File: config.mk
export PLATFORM = sky130hd
export DESIGN_NAME = tron_plot_arbiter
export DESIGN_NICKNAME = d
export VERILOG_FILES = /design/src/rtl/tron_plot_arbiter.sv
export SDC_FILE = /design/constraint.sdc
export NUM_CORES = 1
export LEC_CHECK = 0
export BUFFER_PORTS_ARGS = -buffer_cell sky130_fd_sc_hd__buf_2
export CELL_PAD_IN_SITES_DETAIL_PLACEMENT = 1
export CELL_PAD_IN_SITES_GLOBAL_PLACEMENT = 2
export CORE_ASPECT_RATIO = 0.5
export CORE_MARGIN = 1
export CORE_UTILIZATION = 32
export DETAILED_ROUTE_END_ITERATION = 6
export GPL_TIMING_DRIVEN = 1
export PLACE_DENSITY_LB_ADDON = 0.3
export REMOVE_ABC_BUFFERS = 1
export SETUP_SLACK_MARGIN = 0.15
export SLEW_MARGIN = 0
export SYNTH_ARGS = -nofsm -noshare
export SYNTH_HDL_FRONTEND = slang
export SYNTH_SLANG_ARGS = --single-unit
File: constraint.sdc
create_clock -name clk -period 2.9 [get_ports clk]
set_input_delay 0.435 -clock clk [delete_from_list [all_inputs] [get_ports clk]]
set_output_delay 0.435 -clock clk [all_outputs]
set_load 0.02 [all_outputs]
File: src/rtl/tron_plot_arbiter.sv
// tron_plot_arbiter: shares the VGA adapter write port between the two tron
// datapaths and sequences full-screen clear sweeps. All outputs are registered.
module tron_plot_arbiter #(
    parameter int         X_MAX        = 159,
    parameter int         Y_MAX        = 119,
    parameter logic [2:0] CLEAR_COLOUR = 3'b000
) (
    input  logic       clk,
    input  logic       reset,
    input  logic       clear_req,
    input  logic       req_a,
    input  logic [7:0] x_a,
    input  logic [6:0] y_a,
    input  logic [2:0] colour_a,
    output logic       ack_a,
    input  logic       req_b,
    input  logic [7:0] x_b,
    input  logic [6:0] y_b,
    input  logic [2:0] colour_b,
    output logic       ack_b,
    output logic [7:0] x,
    output logic [6:0] y,
    output logic [2:0] colour,
    output logic       plot,
    output logic       busy,
    output logic       oor
);

    localparam logic [7:0] XM = X_MAX[7:0];
    localparam logic [6:0] YM = Y_MAX[6:0];

    typedef enum logic [1:0] {
        S_CLEAR,
        S_IDLE,
        S_PLOT
    } state_t;

    state_t     state_q, state_d;
    logic [7:0] cx_q, cx_d;
    logic [6:0] cy_q, cy_d;
    logic       ptr_b_q, ptr_b_d;      // 1: player B holds priority
    logic       pend_q, pend_d;        // sticky clear request
    logic [7:0] x_q, x_d;
    logic [6:0] y_q, y_d;
    logic [2:0] colour_q, colour_d;
    logic       plot_q, plot_d;
    logic       ack_a_q, ack_a_d;
    logic       ack_b_q, ack_b_d;
    logic       oor_q, oor_d;
    logic       busy_q, busy_d;

    logic       grant_a;
    logic [7:0] sel_x;
    logic [6:0] sel_y;
    logic [2:0] sel_c;
    logic       in_range;

    // State, counters and registered outputs
    always_ff @(posedge clk) begin
        if (reset) begin
            state_q  <= S_CLEAR;
            cx_q     <= '0;
            cy_q     <= '0;
            ptr_b_q  <= 1'b0;
            pend_q   <= 1'b0;
            x_q      <= '0;
            y_q      <= '0;
            colour_q <= '0;
            plot_q   <= 1'b0;
            ack_a_q  <= 1'b0;
            ack_b_q  <= 1'b0;
            oor_q    <= 1'b0;
            busy_q   <= 1'b1;
        end else begin
            state_q  <= state_d;
            cx_q     <= cx_d;
            cy_q     <= cy_d;
            ptr_b_q  <= ptr_b_d;
            pend_q   <= pend_d;
            x_q      <= x_d;
            y_q      <= y_d;
            colour_q <= colour_d;
            plot_q   <= plot_d;
            ack_a_q  <= ack_a_d;
            ack_b_q  <= ack_b_d;
            oor_q    <= oor_d;
            busy_q   <= busy_d;
        end
    end

    // Next state plus the output values presented in the following cycle.
    // A grant decided in IDLE is written straight into the output registers,
    // so the PLOT state is the cycle in which plot/ack are visible.
    always_comb begin
        state_d  = state_q;
        cx_d     = cx_q;
        cy_d     = cy_q;
        ptr_b_d  = ptr_b_q;
        pend_d   = pend_q | clear_req;
        x_d      = x_q;
        y_d      = y_q;
        colour_d = colour_q;
        plot_d   = 1'b0;
        ack_a_d  = 1'b0;
        ack_b_d  = 1'b0;
        oor_d    = 1'b0;
        busy_d   = 1'b0;

        grant_a  = req_a && (!req_b || !ptr_b_q);
        sel_x    = grant_a ? x_a : x_b;
        sel_y    = grant_a ? y_a : y_b;
        sel_c    = grant_a ? colour_a : colour_b;
        in_range = (sel_x <= XM) && (sel_y <= YM);

        case (state_q)
            S_CLEAR: begin
                plot_d   = 1'b1;
                busy_d   = 1'b1;
                x_d      = cx_q;
                y_d      = cy_q;
                colour_d = CLEAR_COLOUR;
                if (cx_q == XM) begin
                    cx_d = '0;
                    if (cy_q == YM) begin
                        cy_d    = '0;
                        state_d = S_IDLE;
                    end else begin
                        cy_d = cy_q + 7'd1;
                    end
                end else begin
                    cx_d = cx_q + 8'd1;
                end
            end
            S_IDLE: begin
                if (pend_q || clear_req) begin
                    pend_d  = 1'b0;
                    cx_d    = '0;
                    cy_d    = '0;
                    state_d = S_CLEAR;
                end else if (req_a || req_b) begin
                    x_d      = sel_x;
                    y_d      = sel_y;
                    colour_d = sel_c;
                    plot_d   = in_range;
                    oor_d    = !in_range;
                    ack_a_d  = grant_a;
                    ack_b_d  = !grant_a;
                    ptr_b_d  = grant_a;
                    state_d  = S_PLOT;
                end
            end
            S_PLOT: begin
                state_d = S_IDLE;
            end
            default: begin
                state_d = S_IDLE;
            end
        endcase
    end

    assign x      = x_q;
    assign y      = y_q;
    assign colour = colour_q;
    assign plot   = plot_q;
    assign ack_a  = ack_a_q;
    assign ack_b  = ack_b_q;
    assign oor    = oor_q;
    assign busy   = busy_q;

endmodule
==> impl_metrics.py, run 1 <==
metrics = {
    "hold_path": {
        "hold_path_class": "flop to flop",
    },
    "clock_tree": {
        "post_cts_setup_buffer_count": 0,
        "tritoncts.num_buffers": 5,
        "clk_transition_reported_paths_ps": 60,
        "post_cts_resized": 0,
        "clock-root-buffer": "sky130_fd_sc_hd__clkbuf_16",
        "cts_buffer_depth": 2,
        "htree_levels": 2,
        "tritoncts_clock_tree": "built",
        "cts_num_sinks": 42,
        "clk_lat_worst_skew_ps": 280,
        "cts_hold_repair.buffers": 0,
    },
    "synth": {
        "synth.largest_area_cell": "sky130_fd_sc_hd__dfxtp_1",
        "synth_edf_count": 0,
        "synth-adder-area-share_pct": 1.149,
        "yosys_warnings": 0,
        "synth_top_area_share_pct": 38.60,
        "avgSynthCellArea_um2": 8.476,
        "yosys.area_share.xor_xnor_pct": 0,
        "compound_cell_area_share_of_the_yosys_netlist_pct": 27.28,
        "top_reg_cell_synth": "sky130_fd_sc_hd__dfxtp_1",
        "synth_top_family_by_area": "compound AO/OA/AOI/OAI gates",
        "synthSimpleGateAreaFrac_pct": 22.57,
        "synth.mux.area_fraction_pct": 5.629,
        "synth_seq_cells": 42,
        "netlist_area_um2": 2178,
        "synth.top_cells.by_area": "sky130_fd_sc_hd__dfxtp_1 39%, sky130_fd_sc_hd__nand2_1 5.2%, sky130_fd_sc_hd__mux2i_1 4.6%",
        "synthCells": 257,
        "synth.cells.most_frequent": "42 x sky130_fd_sc_hd__dfxtp_1, 30 x sky130_fd_sc_hd__nand2_1, 20 x sky130_fd_sc_hd__nor2_1, 18 x sky130_fd_sc_hd__a21oi_1, 16 x sky130_fd_sc_hd__o21ai_0",
        "synth_sequential_area_ratio_pct": 38.60,
        "asyncSetResetFlopFracSynth_pct": 0,
        "synth_most_common_cell": "sky130_fd_sc_hd__dfxtp_1",
        "synth_cell_types": 53,
    },
    "timing": {
        "finalHoldViolCount": 0,
        "tightest_slew_ps": 804.6,
        "report.final.slew_viol_count": 0,
        "fmaxAchievable_ghz": 0.4430,
        "grt_setup_unrepaired": "no",
        "min_period_ps": 2257,
        "timing.clock.skew_ps": 5.654,
        "setup-tns-final_ps": 0,
        "post-route-period-util_pct": 77.84,
        "relSlewSlack_pct": 46.05,
        "final-setup-viol-count": 0,
    },
    "critical_path": {
        "largest_delay_share_family_worst_path": "simple AND/OR/NAND/NOR gates",
        "endpoint_kind": "flop",
        "cp_cell_sequence": "nand2b_1, nor4_4, o22ai_1, o211a_1",
        "timing.critical_path.from_type": "flop",
        "worstPathBufferInverterCount": 0,
        "cp_data_required_time_ps": 3070,
        "slowest_delay_ps": 750,
        "critical_path_arrival_ps": 2430,
        "critPathMaxFanout": 18,
        "critical_path_top_delay_cell": "sky130_fd_sc_hd__nor4_4",
        "setup.worst_path.class": "flop to flop",
    },
    "detailed_routing": {
        "drt_drc_violations_left": 0,
        "initialDrtViolationCount": 132,
        "wl_per_cell_um": 17.22,
        "number_of_iterations_in_the_first_detailed_routing_pass": 4,
        "vias": 2223,
        "vias_per_cell": 5.544,
        "drtAntennaViolNets": 0,
        "wirelength_mm": 6.904,
    },
    "power_and_ir_drop": {
        "vdd_drop_max_mv": 0.2189,
        "power.density_nw_per_um2": 506.5,
        "total_power_w": 0.001370,
        "p_leak_nw": 1.174,
    },
    "global_routing": {
        "number_of_antenna_violations_at_the_first_check_in_global_routing": 0,
        "track_usage_pct": 20.49,
        "global_route.overflow_total": 0,
        "grt_pass1_vias": 2206,
        "global_route_wire_length_before_repair_mm": 11.38,
        "grt_start_max_net_pins": 33,
    },
    "finish": {
        "seq_area_um2": 840.8,
        "finalNetCount": 355,
        "flow.area_growth_from_synthesis_pct": 24.12,
        "multi_input_area_um2": 1237,
        "num-fill-cells": 768,
        "post_route_cells_drive_above_1_share_pct": 26.52,
        "final_core_util_pct": 42.88,
        "insertedDiodeCount": 0,
    },
    "die": {
        "io_pins": 64,
        "effective_utilization_at_floorplan_pct": 34.54,
        "die_height_um": 60.34,
        "standard_cell_rows": 20,
        "dieArea_um2": 7161,
        "die_width_um": 118.7,
        "core_area_um2": 6306,
    },
    "placement": {
        "place.gp.congestion": 0.7997,
        "port_buf_inserts": 63,
        "place_hpwl_mm": 4.893,
    },
    "job": {
        "cap_viol_max_count": 0,
    },
    "outcome": {
        "status": "finished clean",
    },
}
logic make-up after synthesis:
| group | count (synthesis) |
|---|---|
| DFF | 42 |
| muxes | 12 |
| adders and majority gates | 2 |
| buffers and inverters | 21 |
| and+or+nand+nor | 94 |
| AOI/OAI and AO/OA | 86 |
per-layer routing:
layer  vias to the layer above  wire, um  track usage [%]
li1                       1085         -                -
met1                      1069      3602            28.69
met2                        67      2856            32.00
met3                         2       422            4.887
met4                         0        22            5.606
met5                         -         0                0
registers in the layout (all words and copies together), names as in the netlist:
name and flops:
cx_q 8, x 8, cy_q 7, y 7, colour 3, state_q 2, ack_a 1, ack_b 1
busy 1, oor 1, pend_q 1, plot 1, ptr_b_q 1
cell type report:
| class | instances | area share [%] |
|---|---|---|
| Inverter | 2 | 0.2776 |
| Clock buffer | 7 | 4.905 |
| Multi-Input combinational cell | 194 | 45.77 |
| Tap cell | 88 | 4.072 |
| Timing Repair Buffer | 67 | 12.77 |
| Sequential cell | 42 | 31.10 |
| Clock inverter | 1 | 1.111 |
tightest hold or removal path: stages, from the launching register on:
cell	delay, ps
sky130_fd_sc_hd__dfxtp_1	300
sky130_fd_sc_hd__o21ai_0	70
sky130_fd_sc_hd__a21oi_1	60
where the power goes:
| part | switching (W) | internal [W] | total, W | leakage (nW) |
|---|---|---|---|---|
| Combinational | 0.0000707 | 0.0000581 | 0.000129 | 0.756 |
| Clock | 0.000225 | 0.000407 | 0.000632 | 0.0781 |
| Sequential | 0.0000176 | 0.000591 | 0.000609 | 0.340 |
| Total | 0.000313 | 0.00106 | 0.00137 | 1.17 |
cell usage in the layout (no fill, tap or decap), types with 3 or more instances in the layout:
| cell type | n |
|---|---|
| sky130_fd_sc_hd__buf_4 | 4 |
| sky130_fd_sc_hd__nand3b_1 | 3 |
| sky130_fd_sc_hd__o21ai_0 | 16 |
| sky130_fd_sc_hd__nand4_1 | 7 |
| sky130_fd_sc_hd__or3_1 | 3 |
| sky130_fd_sc_hd__buf_2 | 63 |
| sky130_fd_sc_hd__nand2_1 | 30 |
| sky130_fd_sc_hd__nor2_1 | 20 |
| sky130_fd_sc_hd__a31oi_1 | 5 |
| sky130_fd_sc_hd__nor3_1 | 6 |
| sky130_fd_sc_hd__o22ai_1 | 10 |
| sky130_fd_sc_hd__and3_1 | 5 |
| sky130_fd_sc_hd__clkbuf_16 | 5 |
| sky130_fd_sc_hd__mux2i_1 | 10 |
| sky130_fd_sc_hd__o211a_1 | 8 |
| sky130_fd_sc_hd__nand3_1 | 5 |
| sky130_fd_sc_hd__dfxtp_1 | 42 |
| sky130_fd_sc_hd__a21oi_1 | 18 |
| sky130_fd_sc_hd__a32o_1 | 7 |
through the flow:
step                      setup WS [ps]  instance area, um^2  instances  hold WS, ps
after global routing              495.8                 2704        401        498.9
after CTS                         628.4                 2704        401        478.5
after global placement            704.5                 2541        393        458.9
final                             642.5                 2704        401        475.8
after floorplan                   424.9                 2082        238        468.1
after detailed placement          648.3                 2541        393        470.9
worst paths after layout:
kind,start,endpoint,slack (ps),cells after the start
worst max-delay path,state_q[1]$_SDFFE_PP0P_,x[4]$_SDFFE_PP0P_,640,4
worst min register to register,x[6]$_SDFFE_PP0P_,x[6]$_SDFFE_PP0P_,480,2
worst min-delay path,x[6]$_SDFFE_PP0P_,x[6]$_SDFFE_PP0P_,480,2
worst max register to register,state_q[1]$_SDFFE_PP0P_,x[4]$_SDFFE_PP0P_,640,4
(Power assumes the default switching activity.)
==> run 2: changes to the inputs <==
Settings changed: CORE_UTILIZATION 32 to 26.
Clock period 2.9 ns to 1.9 ns, I/O delays scaled along.
==> impl_metrics.py, run 2 (synthesis results as in run 1) <==
metrics = {
    "outcome": {
        "status": "finished clean",
    },
    "die": {
        "die_width_um": 131.4,
        "core_area_um2": 8058,
        "effective_utilization_at_floorplan_pct": 27.03,
        "dieArea_um2": 8771,
        "io_pins": 64,
        "die_height_um": 66.73,
        "standard_cell_rows": 23,
    },
    "timing": {
        "post-route-period-util_pct": 87.25,
        "timing.clock.skew_ps": 2.734,
        "tightest_slew_ps": 491.9,
        "min_period_ps": 1658,
        "hold_ws_ps": 360.0,
        "finalHoldViolCount": 0,
        "relSlewSlack_pct": 67.17,
        "setup_slack_ps": 242.2,
        "report.final.slew_viol_count": 0,
        "grt_setup_unrepaired": "yes",
        "fmaxAchievable_ghz": 0.6032,
        "final-setup-viol-count": 0,
    },
    "critical_path": {
        "worstRegToRegCells": 5,
        "slowest_delay_ps": 550,
        "worstPathBufferInverterCount": 1,
        "setup.worst_path.class": "flop to flop",
        "cp_data_required_time_ps": 2120,
        "endpoint_kind": "flop",
        "timing.critical_path.from_type": "flop",
        "setup_slack_of_the_most_critical_reg_to_reg_path_ps": 240,
        "critPathMaxFanout": 12,
        "critical_path_arrival_ps": 1880,
        "critical_path_top_delay_cell": "sky130_fd_sc_hd__dfxtp_1",
        "regToRegEndpoint": "y[3]$_SDFFE_PP0P_",
        "largest_delay_share_family_worst_path": "flip-flops",
        "cp_cell_sequence": "nor2b_2, nand3b_1, buf_4, a32o_1, a21oi_1",
        "r2r-start": "state_q[0]$_SDFFE_PP0P_",
    },
    "finish": {
        "most_common_library_cell_in_the_layout_ignoring_fill_and_taps": "sky130_fd_sc_hd__buf_2",
        "finalNetCount": 371,
        "final_design_area_no_fill_um2": 2860,
        "num-fill-cells": 970,
        "final_core_util_pct": 35.50,
        "multi_input_area_um2": 1272,
        "post_route_cells_drive_above_1_share_pct": 32.32,
        "seq_area_um2": 842.1,
        "mostFrequentLayoutCells": "63 x sky130_fd_sc_hd__buf_2, 41 x sky130_fd_sc_hd__dfxtp_1, 30 x sky130_fd_sc_hd__nand2_1",
        "final_cell_count_no_fill": 440,
        "flow.area_growth_from_synthesis_pct": 31.30,
        "insertedDiodeCount": 0,
    },
    "job": {
        "cap_viol_max_count": 0,
    },
    "placement": {
        "port_buf_inserts": 63,
        "place.gp.congestion": 0.8184,
        "detailed_place.area_um2": 2684,
        "place_hpwl_mm": 5.536,
        "setup_slack_at_placement_ps": 57.30,
        "placed_cells_incl_taps": 432,
    },
    "global_routing": {
        "global_route.overflow_total": 0,
        "track_usage_pct": 17.69,
        "grt_start_max_net_pins": 19,
        "number_of_antenna_violations_at_the_first_check_in_global_routing": 0,
        "global_route_wire_length_before_repair_mm": 11.99,
        "grt_pass1_vias": 2364,
    },
    "hold_path": {
        "hold_path_class": "input port to flop",
        "worstHoldStart": "req_a",
        "holdPathStages": 3,
        "worst_hold_path_endpoint": "ptr_b_q$_SDFFE_PP0P_",
    },
    "clock_tree": {
        "clk_lat_worst_skew_ps": 290,
        "clk_transition_reported_paths_ps": 60,
        "tritoncts.num_buffers": 5,
        "cts_buffer_depth": 2,
        "clock-root-buffer": "sky130_fd_sc_hd__clkbuf_16",
        "cts_hold_repair.buffers": 0,
        "htree_levels": 2,
        "cts_num_sinks": 42,
        "tritoncts_clock_tree": "built",
    },
    "detailed_routing": {
        "number_of_iterations_in_the_first_detailed_routing_pass": 4,
        "vias": 2261,
        "vias_per_cell": 5.139,
        "wirelength_mm": 7.321,
        "drt_drc_violations_left": 0,
        "wl_per_cell_um": 16.64,
        "drtAntennaViolNets": 0,
        "initialDrtViolationCount": 51,
    },
    "power_and_ir_drop": {
        "vdd_drop_max_mv": 0.3043,
        "p_leak_nw": 1.245,
        "power.density_nw_per_um2": 684.8,
    },
}
## run 2: layout make-up
cell class                 instances  area share (%)
clock buffer                       7           4.637
timing repair buffer              83           16.27
tap                              112           4.899
sequential                        42           29.44
inverter                           2          0.2625
multi-input combinational        194           44.49
## run 2: worst max path at each step
stage | slack (ps) | end | from | cells past startpoint
6_report | 240 | y[3]$_SDFFE_PP0P_ | state_q[0]$_SDFFE_PP0P_ | 5
5_1_grt | 110 | y[6]$_SDFFE_PP0P_ | state_q[0]$_SDFFE_PP0P_ | 5
4_1_cts | 160 | cy_q[3]$_SDFFE_PP0P_ | cx_q[0]$_SDFFE_PP0P_ | 5
3_5_place_dp | 60 | cy_q[3]$_SDFFE_PP0P_ | cx_q[0]$_SDFFE_PP0P_ | 5
3_3_place_gp | 170 | cy_q[3]$_SDFFE_PP0P_ | cx_q[0]$_SDFFE_PP0P_ | 5
2_1_floorplan | -430 | x[4]$_SDFFE_PP0P_ | ptr_b_q$_SDFFE_PP0P_ | 4
## run 2: per-layer routing
metal	GRT usage, %	vias up	wire length [um]
met5	0	-	0
met4	5.378	0	75
met3	4.414	7	370
met2	30.16	58	3263
met1	22.22	1082	3612
li1	-	1114	-
## run 2: where the power goes
| part | switching, W | leakage, nW | internal [W] |
|---|---|---|---|
| clock | 0.000339 | 0.0640 | 0.000481 |
| combinational | 0.000111 | 0.841 | 0.0000979 |
| sequential | 0.0000263 | 0.340 | 0.000903 |
| total | 0.000477 | 1.25 | 0.00148 |
## run 2: worst register-to-register path, stage by stage (launching register included)
cell,delay [ps]
sky130_fd_sc_hd__dfxtp_1,550
sky130_fd_sc_hd__nor2b_2,330
sky130_fd_sc_hd__nand3b_1,120
sky130_fd_sc_hd__buf_4,200
sky130_fd_sc_hd__a32o_1,240
sky130_fd_sc_hd__a21oi_1,140
## run 2: repair_timing
action,CTS,global route
resized for setup,2,8
setup endpoints to repair,5,19
pin swaps,0,3
setup buffers,0,1
## run 2: stage by stage
step                total power (W)  TNS, ps
CTS                        0.001973        0
floorplan                  0.001044    -6625
detailed placement         0.001153        0
finish                     0.001959        0
global route               0.002041        0
global placement           0.001147        0
